===== config.mk =====
export PLATFORM = sky130hd
export DESIGN_NAME = arcade_input_ctrl
export DESIGN_NICKNAME = d
export VERILOG_FILES = /design/src/rtl/arcade_input_pkg.sv /design/src/rtl/arcade_input_ctrl_coin_pulser.sv /design/src/rtl/arcade_input_ctrl.sv
export SDC_FILE = /design/constraint.sdc
export NUM_CORES = 1
export LEC_CHECK = 0
export BUFFER_PORTS_ARGS = -buffer_cell sky130_fd_sc_hd__buf_2
export CAP_MARGIN = 25
export CORE_MARGIN = 3
export CORE_UTILIZATION = 53
export DETAILED_ROUTE_END_ITERATION = 12
export PLACE_DENSITY = 0.83
export SETUP_SLACK_MARGIN = 0.2
export SYNTH_ARGS = -nofsm -noshare
export SYNTH_HDL_FRONTEND = slang
export SYNTH_SLANG_ARGS = --single-unit

===== constraint.sdc =====
create_clock -name clk_sys -period 5.12 [get_ports clk_sys]
set_input_delay 0 -clock clk_sys [delete_from_list [all_inputs] [get_ports clk_sys]]
set_output_delay 0 -clock clk_sys [all_outputs]
set_load 0.05 [all_outputs]

===== src/rtl/arcade_input_pkg.sv =====
// Shared types, joystick bit positions and small mapping helpers for arcade_input_ctrl.
package arcade_input_pkg;

  typedef enum logic [1:0] {
    ST_IDLE  = 2'd0,
    ST_PULSE = 2'd1,
    ST_GAP   = 2'd2
  } coin_state_t;

  localparam int JOY_RIGHT = 0;
  localparam int JOY_LEFT  = 1;
  localparam int JOY_DOWN  = 2;
  localparam int JOY_UP    = 3;
  localparam int JOY_START = 4;
  localparam int JOY_FIRE1 = 5;
  localparam int JOY_FIRE2 = 6;
  localparam int JOY_FIRE3 = 7;
  localparam int JOY_COIN  = 8;
  localparam int JOY_PAUSE = 9;
  localparam int JOY_AUTO  = 10;

  localparam int DIP_ADDR_W = 3;

  // fire1 arrives already resolved (active low) so autofire can be folded in by the caller.
  function automatic logic [7:0] map_port(input logic [15:0] j, input logic fire1_n);
    return {fire1_n, 1'b1, ~j[JOY_FIRE2], ~j[JOY_FIRE3],
            ~j[JOY_RIGHT], ~j[JOY_LEFT], ~j[JOY_DOWN], ~j[JOY_UP]};
  endfunction

  function automatic logic led_pwm(input logic [26:0] c);
    return c[26] ? (c[25:18] > c[7:0]) : (c[25:18] <= c[7:0]);
  endfunction

endpackage


===== src/rtl/arcade_input_ctrl_coin_pulser.sv =====
// One coin channel: rising-edge detect, saturating pending count, IDLE/PULSE/GAP shaper.
module coin_pulser
  import arcade_input_pkg::*;
#(
  parameter logic [15:0] COIN_PULSE = 16'd50000
) (
  input  logic clk_sys,
  input  logic reset_n,
  input  logic coin_in,
  output logic coin_n
);

  coin_state_t r_state, w_next_state;
  logic [15:0] r_cnt, w_next_cnt;
  logic [1:0]  r_pend, w_next_pend;
  logic        r_prev, r_edge, r_coin_n;
  logic        w_take;

  // Next-state, width counter and pending bookkeeping.
  always_comb begin
    w_next_state = r_state;
    w_next_cnt   = r_cnt;
    w_take       = 1'b0;
    case (r_state)
      ST_IDLE: begin
        if (r_pend != 2'd0) begin
          w_next_state = ST_PULSE;
          w_next_cnt   = 16'd0;
          w_take       = 1'b1;
        end else begin
          w_next_cnt   = 16'd0;
        end
      end
      ST_PULSE: begin
        if (r_cnt == COIN_PULSE - 16'd1) begin
          w_next_state = ST_GAP;
          w_next_cnt   = 16'd0;
        end else begin
          w_next_cnt   = r_cnt + 16'd1;
        end
      end
      ST_GAP: begin
        // Chain straight into the next pulse so queued coins sit exactly 2*COIN_PULSE apart.
        if (r_cnt == COIN_PULSE - 16'd1) begin
          w_next_cnt = 16'd0;
          if (r_pend != 2'd0) begin
            w_next_state = ST_PULSE;
            w_take       = 1'b1;
          end else begin
            w_next_state = ST_IDLE;
          end
        end else begin
          w_next_cnt = r_cnt + 16'd1;
        end
      end
      default: begin
        w_next_state = ST_IDLE;
        w_next_cnt   = 16'd0;
      end
    endcase

    if (r_edge && !w_take) begin
      w_next_pend = (r_pend == 2'd3) ? 2'd3 : r_pend + 2'd1;
    end else if (!r_edge && w_take) begin
      w_next_pend = r_pend - 2'd1;
    end else begin
      w_next_pend = r_pend;
    end
  end

  // State, counters and the registered active-low coin output.
  always_ff @(posedge clk_sys or negedge reset_n) begin
    if (!reset_n) begin
      r_state  <= ST_IDLE;
      r_cnt    <= 16'd0;
      r_pend   <= 2'd0;
      r_prev   <= 1'b0;
      r_edge   <= 1'b0;
      r_coin_n <= 1'b1;
    end else begin
      r_state  <= w_next_state;
      r_cnt    <= w_next_cnt;
      r_pend   <= w_next_pend;
      r_prev   <= coin_in;
      r_edge   <= coin_in & ~r_prev;
      r_coin_n <= (w_next_state != ST_PULSE);
    end
  end

  assign coin_n = r_coin_n;

endmodule


===== src/rtl/arcade_input_ctrl.sv =====
// Player/DIP conditioning between hps_io and the game core.
// Optional autofire is enabled by defining ARCADE_INPUT_AUTOFIRE_EN.
module arcade_input_ctrl
  import arcade_input_pkg::*;
#(
  parameter int          NPLAYERS   = 2,
  parameter int          NDIP       = 8,
  parameter logic [15:0] COIN_PULSE = 16'd50000,
  parameter logic [7:0]  DIP_INDEX  = 8'd254
) (
  input  logic                    clk_sys,
  input  logic                    reset_n,
  input  logic                    ioctl_wr,
  input  logic [7:0]              ioctl_index,
  input  logic [26:0]             ioctl_addr,
  input  logic [15:0]             ioctl_dout,
  input  logic [NPLAYERS*16-1:0]  joy,
  input  logic                    osd_open,
  output logic [NPLAYERS*8-1:0]   j_out,
  output logic [NDIP*8-1:0]       dsw,
  output logic [7:0]              system,
  output logic                    pause,
  output logic                    led_user
);

  logic [15:0]         w_joy [NPLAYERS];
  logic [15:0]         w_joy1;
  logic [NPLAYERS-1:0] w_fire1_n;
  logic                w_dip_wr;
  logic                w_coin1_n, w_coin2_n;
  logic                w_unused;
  logic [26:0]         w_led_next;

  logic [7:0]            r_dsw_raw [NDIP];
  logic [NPLAYERS*8-1:0] r_j_out;
  logic                  r_start1_n, r_start2_n;
  logic                  r_pause_prev, r_pause_lat;
  logic [26:0]           r_led_cnt;
  logic                  r_led;

  genvar g;
  generate
    for (g = 0; g < NPLAYERS; g++) begin : g_joy
      assign w_joy[g] = joy[g*16 +: 16];
    end
    if (NPLAYERS > 1) begin : g_p2
      assign w_joy1 = w_joy[1];
    end else begin : g_p1
      assign w_joy1 = 16'd0;
    end
    for (g = 0; g < NDIP; g++) begin : g_dsw
      assign dsw[g*8 +: 8] = ~r_dsw_raw[g];
    end
  endgenerate

`ifdef ARCADE_INPUT_AUTOFIRE_EN
  logic [16:0] r_af_div;
  logic        r_af_phase;

  // Shared divider; the phase flips once every 2^17 cycles.
  always_ff @(posedge clk_sys or negedge reset_n) begin
    if (!reset_n) begin
      r_af_div   <= 17'd0;
      r_af_phase <= 1'b0;
    end else begin
      r_af_div <= r_af_div + 17'd1;
      if (r_af_div == 17'h1FFFF) begin
        r_af_phase <= ~r_af_phase;
      end
    end
  end

  generate
    for (g = 0; g < NPLAYERS; g++) begin : g_fire_af
      assign w_fire1_n[g] = ~(w_joy[g][JOY_FIRE1] | (w_joy[g][JOY_AUTO] & r_af_phase));
    end
  endgenerate
`else
  generate
    for (g = 0; g < NPLAYERS; g++) begin : g_fire
      assign w_fire1_n[g] = ~w_joy[g][JOY_FIRE1];
    end
  endgenerate
`endif

  assign w_dip_wr = ioctl_wr && (ioctl_index == DIP_INDEX) && (ioctl_addr[24:3] == 22'd0);

  // DIP capture; the loop bound also drops addresses at or beyond NDIP.
  always_ff @(posedge clk_sys or negedge reset_n) begin
    if (!reset_n) begin
      for (int i = 0; i < NDIP; i++) begin
        r_dsw_raw[i] <= 8'd0;
      end
    end else if (w_dip_wr) begin
      for (int i = 0; i < NDIP; i++) begin
        if (ioctl_addr[2:0] == DIP_ADDR_W'(i)) begin
          r_dsw_raw[i] <= ioctl_dout[7:0];
        end
      end
    end
  end

  // Cabinet ports and start buttons, one cycle behind the joystick words.
  always_ff @(posedge clk_sys or negedge reset_n) begin
    if (!reset_n) begin
      r_j_out    <= {(NPLAYERS*8){1'b1}};
      r_start1_n <= 1'b1;
      r_start2_n <= 1'b1;
    end else begin
      for (int p = 0; p < NPLAYERS; p++) begin
        r_j_out[p*8 +: 8] <= map_port(w_joy[p], w_fire1_n[p]);
      end
      r_start1_n <= ~w_joy[0][JOY_START];
      r_start2_n <= ~w_joy1[JOY_START];
    end
  end

  coin_pulser #(.COIN_PULSE(COIN_PULSE)) u_coin1 (
    .clk_sys (clk_sys),
    .reset_n (reset_n),
    .coin_in (w_joy[0][JOY_COIN]),
    .coin_n  (w_coin1_n)
  );

  coin_pulser #(.COIN_PULSE(COIN_PULSE)) u_coin2 (
    .clk_sys (clk_sys),
    .reset_n (reset_n),
    .coin_in (w_joy1[JOY_COIN]),
    .coin_n  (w_coin2_n)
  );

  // Pause toggles on each press of player 1's pause button.
  always_ff @(posedge clk_sys or negedge reset_n) begin
    if (!reset_n) begin
      r_pause_prev <= 1'b0;
      r_pause_lat  <= 1'b0;
    end else begin
      r_pause_prev <= w_joy[0][JOY_PAUSE];
      if (w_joy[0][JOY_PAUSE] && !r_pause_prev) begin
        r_pause_lat <= ~r_pause_lat;
      end
    end
  end

  assign w_led_next = r_led_cnt + 27'd1;

  // Breathing LED: registered copy of the PWM compare on the counter's next value.
  always_ff @(posedge clk_sys or negedge reset_n) begin
    if (!reset_n) begin
      r_led_cnt <= 27'd0;
      r_led     <= 1'b1;
    end else begin
      r_led_cnt <= w_led_next;
      r_led     <= led_pwm(w_led_next);
    end
  end

  assign j_out    = r_j_out;
  assign system   = {3'b111, 1'b1, w_coin2_n, r_start2_n, w_coin1_n, r_start1_n};
  assign pause    = r_pause_lat | osd_open;
  assign led_user = r_led;
  assign w_unused = ^{ioctl_addr[26:25], ioctl_dout[15:8], joy};

endmodule


# ---- Word-level counts from Yosys, hierarchy flattened
# Index checks and enable logic that the tools add are counted.
dict set report totals {
  wordCells 141
  regBits 156
}
dict set report classes {
  reduce_logical 30
  eq_ne 18
  magnitude_cmp 2
  bitwise 30
  add_sub_neg 7
  mux 27
}
# operator n
set op_table {}
lappend op_table {{$mux W16} 4}
lappend op_table {{$not A8 Y8} 8}
lappend op_table {{$add A16 B1 Y16 const B} 2}
lappend op_table {{$eq A16 B16 Y1 const B} 2}
lappend op_table {{$add A27 B1 Y27 const B} 1}
lappend op_table {{$mux W2} 12}
lappend op_table {{$logic_not A22 Y1} 1}
lappend op_table {{$not A1 Y1} 19}
lappend op_table {{$reduce_and A2 Y1} 8}
lappend op_table {{$eq A3 B3 Y1 const B} 4}
lappend op_table {{$pmux W2 S3} 2}
lappend op_table {{$eq A2 B2 Y1 const B} 4}
lappend op_table {{$eq A8 B8 Y1 const B} 1}
lappend op_table {{$gt A8 B8 Y1} 1}
lappend op_table {{$le A8 B8 Y1} 1}
lappend op_table {{$reduce_bool A2 Y1} 4}
lappend op_table {{$logic_and A1 B1 Y1} 7}
lappend op_table {{$mux W1} 7}
lappend op_table {{$eq A3 B2 Y1 const B} 2}
lappend op_table {{$logic_not A1 Y1} 5}
lappend op_table {{$add A2 B1 Y2 const B} 2}
lappend op_table {{$eq A2 B1 Y1 const B} 2}
lappend op_table {{$logic_not A2 Y1} 2}
lappend op_table {{$ne A2 B1 Y1 const B} 2}
lappend op_table {{7 further kinds} 11}

# ---- Logic depth before layout (Yosys ltp)
dict set report logic_depth {
  ltp_word 7
  mapped_depth 11
  mapped_depth_nobuf 11
}

# ---- Modules after synthesis
# From an unflattened synthesis, not the netlist that was laid out.
dict set report hier_totals {
  hier_cells 630
  hier_area_um2 7325.8
}
# mod n_inst cells_each area_each_um2 seq_area_each_um2
set by_module_without_submodules {}
lappend by_module_without_submodules {arcade_input_ctrl 1 396 4858.4 2773.9}
lappend by_module_without_submodules {coin_pulser 2 117 1233.7 576.8}

# ---- Worst setup path after synthesis
# Ideal clock, no wire load.
dict set report synth_timing {
  path_type {reg2reg}
  startpoint {register r_led_cnt[9]}
  endpoint {register r_led (netlist: led_user)}
  stages_incl_launch_ff 11
  path_slack_ns 2.490
  setup_ns 0.075
  path_buffers 0
  required_time_ns 5.045
  arrival_ns 2.555
  cell_sequence {dfrtp_1 > nand4_1 > or4_1 > nor3_1 > xnor2_1 > ha_1 > nand3_1 > or2_2 > a21oi_1 > o21a_1 > xnor2_1}
}
dict set report synth_via {
  elab_chain_len 3
}
# item line
set synth_rtl {}
lappend synth_rtl {{start, declared} arcade_input_ctrl.sv:38} ;# logic [26:0] r_led_cnt;
lappend synth_rtl {{start signal, assigned} arcade_input_ctrl.sv:153} ;# r_led_cnt <= w_led_next;
lappend synth_rtl {{$add A27 B1 Y27 (*)} arcade_input_ctrl.sv:145} ;# assign w_led_next = r_led_cnt + 27'd1;
lappend synth_rtl {{net w_led_next[20]} arcade_input_ctrl.sv:32} ;# logic [26:0] w_led_next;
lappend synth_rtl {{$le A8 B8 Y1 / $gt A8 B8 Y1 (equally long branches)} arcade_input_pkg.sv:31} ;# return c[26] ? (c[25:18] > c[7:0]) : (c[25:18] <= c[7:0]);
lappend synth_rtl {{$mux W1 (*)} arcade_input_pkg.sv:31}
lappend synth_rtl {{end signal, assigned} arcade_input_ctrl.sv:154} ;# r_led <= led_pwm(w_led_next);
lappend synth_rtl {{end, declared} arcade_input_ctrl.sv:39} ;# logic r_led;
# Mark *: on every way through the listed nets, which the timed path passes. The rest lies on a longest branch.
# A chain may end at the register's enable or synchronous reset.

# ---- Worst setup path in the final report
# Same ends and word-level chain as after synthesis.

==> impl_results.md <==
* Floorplan die width at 122 µm
* Slew at the pin closest to its max-slew limit at 0.890 ns
* Number of distinct standard cells referenced by the synthesized netlist at 46
* Post-Syn Instances at 624
* PnR Total Power at 3.05 mW
* N_diodes at 0
* Initial Util at 55.2%
* Final setup fails at 0
* Area of the core region at 12,900 µm²
* Synthesized flop and latch total at 156
* FMAX at 334 MHz
* Synth area leaders: sky130_fd_sc_hd__dfrtp_1, sky130_fd_sc_hd__mux2_2, sky130_fd_sc_hd__dfstp_2, sky130_fd_sc_hd__inv_1, sky130_fd_sc_hd__ha_1
* Maximum number of pins on one net before global-route repair at 103
* Sink count of the clock tree at 156
* Aggregate global routing overflow at 0
* Worst hold path stage count at 3
* Maximum count of clock buffers along a single path at 2
* Worst relative slew slack at 40.6%
* Layout Area Growth over Synthesis at 24.7%
* HPWL after detailed placement at 11,100 µm
* Clock tree from TritonCTS: yes
* Number of global-route vias before repair at 5,556
* CTS root buffer: sky130_fd_sc_hd__clkbuf_16
* Final clock period utilization by the worst path at 58.4%
* Final critical-path setup slack at 2.13 ns
* Filler cell count in the final layout at 917
* Max-cap violations at 0
* Worst Hold Path EP: r_dsw_raw[61]
* Share of cells above drive strength 1 at 33.3%
* Row count at 41
* Yosys synthesis warning count at 0
* List of most frequent post-synthesis cells: sky130_fd_sc_hd__dfrtp_1, sky130_fd_sc_hd__inv_1, sky130_fd_sc_hd__mux2_2, sky130_fd_sc_hd__nor2_1, sky130_fd_sc_hd__xnor2_1
* RSZ-0062 raised after global routing: no
* Setup_tns at 0 ns
* Capture instance of the worst register-to-register path: led_user
* H-tree Lvls at 4
* Inserted Clock Buffers at 17
* Minimum clock period at 2.99 ns
* Portion of synthesized cell area occupied by the leading cell type at 48.2%
* Critical R2R Launch: r_led_cnt[9]
* Antenna viol nets, final at 0
* Initial antenna violation count at 0
* Critical path capture point type: register
* Dominant synthesized flop cell: sky130_fd_sc_hd__dfrtp_1
* Register clock-pin slew on the reported worst setup and hold paths at 0.06 ns
* Share of synthesized area occupied by flip-flops and latches at 55.3%
* Total leakage power at 4.24 nW
* Die Ht at 122 µm
* Worst Clk Skew at 0.00798 ns
* Post-detailed-route DRC marker count at 0
* # IOs at 177
* Count of buffers added by post-CTS timing repair for setup at 0
* Area taken by flip-flops and latches at 3930 µm²
* Arrival time at the worst endpoint at 3.34 ns
* Average cell area after synthesis at 11.4 µm²
* Weighted congestion reported at the end of routability-driven placement at 0.860
* Final standard cell count with taps included and fillers excluded at 995
* Slack of the worst reg-to-reg path at 2.13 ns
* Max-slew violation count at 0
* Max IR drop VDD at 0.209 mV
* Worst-Skew Late Latency at 0.42 ns
* Total instance count after detailed placement at 936
* Yosys top cell by area: sky130_fd_sc_hd__dfrtp_1
* Drt first-iter violations at 322
* Wire length of the first global-routing pass at 26,500 µm
* Most frequent cell after synthesis: sky130_fd_sc_hd__dfrtp_1
* Wire per inst at 15.9 µm
* Mapped Area at 7110 µm²
* Multi-input combinational cell area at 2710 µm²
* Element type at the critical path start: register
* Pwr Density at 345 nW/µm²
* Critical Path RT at 5.47 ns
* Number of cells traversed by the worst register-to-register path at 10
* Routed Wire Length at 15,800 µm
* Pre-antenna DRT Iters at 4
* Quantity of I/O buffers inserted on ports at 147
* Number of enable-type register cells in the synthesized netlist at 0
* Outcome: finished, final reports clean
* Die outline area at 14,800 µm²
* Pre-CTS setup slack at 2.19 ns
* Worst hold path class: input pin to register
* Via-per-instance ratio at 5.10
* Type of the worst setup path: register to register
* Worst Min Path Start: ioctl_addr[1]
* Peak fanout along the critical path at 5
* Overall routing resource usage at 22.6%
* Number of endpoints with negative hold slack in the final report at 0
* Final net count at 923
* Via count at 5,070
* Synth async-reset ratio at 100%
registers in the layout, summed over array words and instances (netlist names), 2 cells and up:
name             count
u_coin2.r_state      2
u_coin2.r_cnt       16
u_coin1.r_state      2
r_led_cnt           27
u_coin2.r_pend       2
r_dsw_raw           64
j_out               14
u_coin1.r_cnt       16
u_coin1.r_pend       2
logic make-up after synthesis:
family / Yosys count / synth area share [%]
AO/OA/AOI/OAI: 25 / 2.24
XOR/XNOR: 56 / 6.90
adder cells (fa/ha/maj): 25 / 4.40
buffers and inverters: 118 / 6.87
flip-flops: 156 / 55.3
multiplexers: 66 / 10.8
other: 1 / 0.0528
AND/OR/NAND/NOR: 177 / 13.4
what timing repair did:
item | in CTS | in global routing
hold endpoints to repair | 175 | 0
gates resized for setup | 0 | 0
endpoints found under the setup margin | 0 | 0
hold buffers | 28 | 0
per-stage QoR:
stage | instance area, µm² | util (%) | hold WS, ns
after detailed placement | 8000 | 62.1 | 0.111
final | 8860 | 68.8 | 0.0766
after global placement | 8000 | 62.1 | 0.110
after global routing | 8860 | 68.8 | 0.0651
after CTS | 8860 | 68.8 | 0.0604
after floorplan | 7120 | - | -0.296
critical path: stages (launching register included):
cell and delay [ns]:
sky130_fd_sc_hd__dfrtp_1 0.42, sky130_fd_sc_hd__nand4_1 0.21, sky130_fd_sc_hd__or4_1 0.61, sky130_fd_sc_hd__nor3_1 0.41
sky130_fd_sc_hd__xnor2_1 0.17, sky130_fd_sc_hd__ha_1 0.32, sky130_fd_sc_hd__nand3_1 0.08, sky130_fd_sc_hd__or2_2 0.28
sky130_fd_sc_hd__a21oi_1 0.13, sky130_fd_sc_hd__o21a_1 0.17, sky130_fd_sc_hd__xnor2_1 0.12
placed cells by master (no fill, tap or decap), types with 3 or more instances in the layout:
master | Yosys | routed
sky130_fd_sc_hd__a21oi_1 | 8 | 8
sky130_fd_sc_hd__and3_1 | 10 | 10
sky130_fd_sc_hd__and4_1 | 3 | 3
sky130_fd_sc_hd__buf_2 | 0 | 146
sky130_fd_sc_hd__clkbuf_16 | 0 | 17
sky130_fd_sc_hd__clkbuf_8 | 0 | 3
sky130_fd_sc_hd__clkinvlp_4 | 0 | 4
sky130_fd_sc_hd__conb_1 | 1 | 6
sky130_fd_sc_hd__dfrtp_1 | 137 | 137
sky130_fd_sc_hd__dfstp_2 | 19 | 19
sky130_fd_sc_hd__dlygate4sd3_1 | 0 | 28
sky130_fd_sc_hd__ha_1 | 25 | 25
sky130_fd_sc_hd__inv_1 | 105 | 105
sky130_fd_sc_hd__mux2_2 | 56 | 56
sky130_fd_sc_hd__mux2_4 | 8 | 8
sky130_fd_sc_hd__nand2_1 | 24 | 24
sky130_fd_sc_hd__nand2b_1 | 3 | 3
sky130_fd_sc_hd__nand3_1 | 28 | 28
sky130_fd_sc_hd__nand4_1 | 9 | 9
sky130_fd_sc_hd__nor2_1 | 51 | 51
sky130_fd_sc_hd__nor2_2 | 6 | 6
sky130_fd_sc_hd__nor3_1 | 13 | 13
sky130_fd_sc_hd__nor4_1 | 8 | 8
sky130_fd_sc_hd__nor4bb_1 | 4 | 4
sky130_fd_sc_hd__o21ai_0 | 5 | 5
sky130_fd_sc_hd__or3_1 | 4 | 4
sky130_fd_sc_hd__xnor2_1 | 32 | 32
sky130_fd_sc_hd__xor2_1 | 24 | 24
report_power, final:
part | internal (mW) | switching (mW) | leakage (nW)
Combinational | 0.158 | 0.281 | 1.90
Clock | 0.755 | 0.494 | 0.275
Sequential | 1.31 | 0.0526 | 2.06
Total | 2.23 | 0.827 | 4.24
per-layer routing:
metal	track usage, %	routed length, µm
met2	39.2	8080
met1	27.2	6470
met4	9.38	442
met5	0	0
met3	5.43	803
cell type report:
cell class                 count  share of cell area [%]
clock inverter                 9                    1.27
multi-input combinational    355                    30.6
clock buffer                  22                    5.35
tap                          172                    2.43
timing repair buffer         176                    11.6
sequential                   156                    44.3
inverter                     105                    4.45
how the worst max path moves through the flow:
stage	start	end
after floorplan	r_led_cnt[9]	led_user
after global placement	r_led_cnt[9]	led_user
after detailed placement	r_led_cnt[9]	led_user
after CTS	r_led_cnt[9]	led_user
after global routing	r_led_cnt[9]	led_user
final	r_led_cnt[9]	led_user
(Power assumes the default switching activity.)
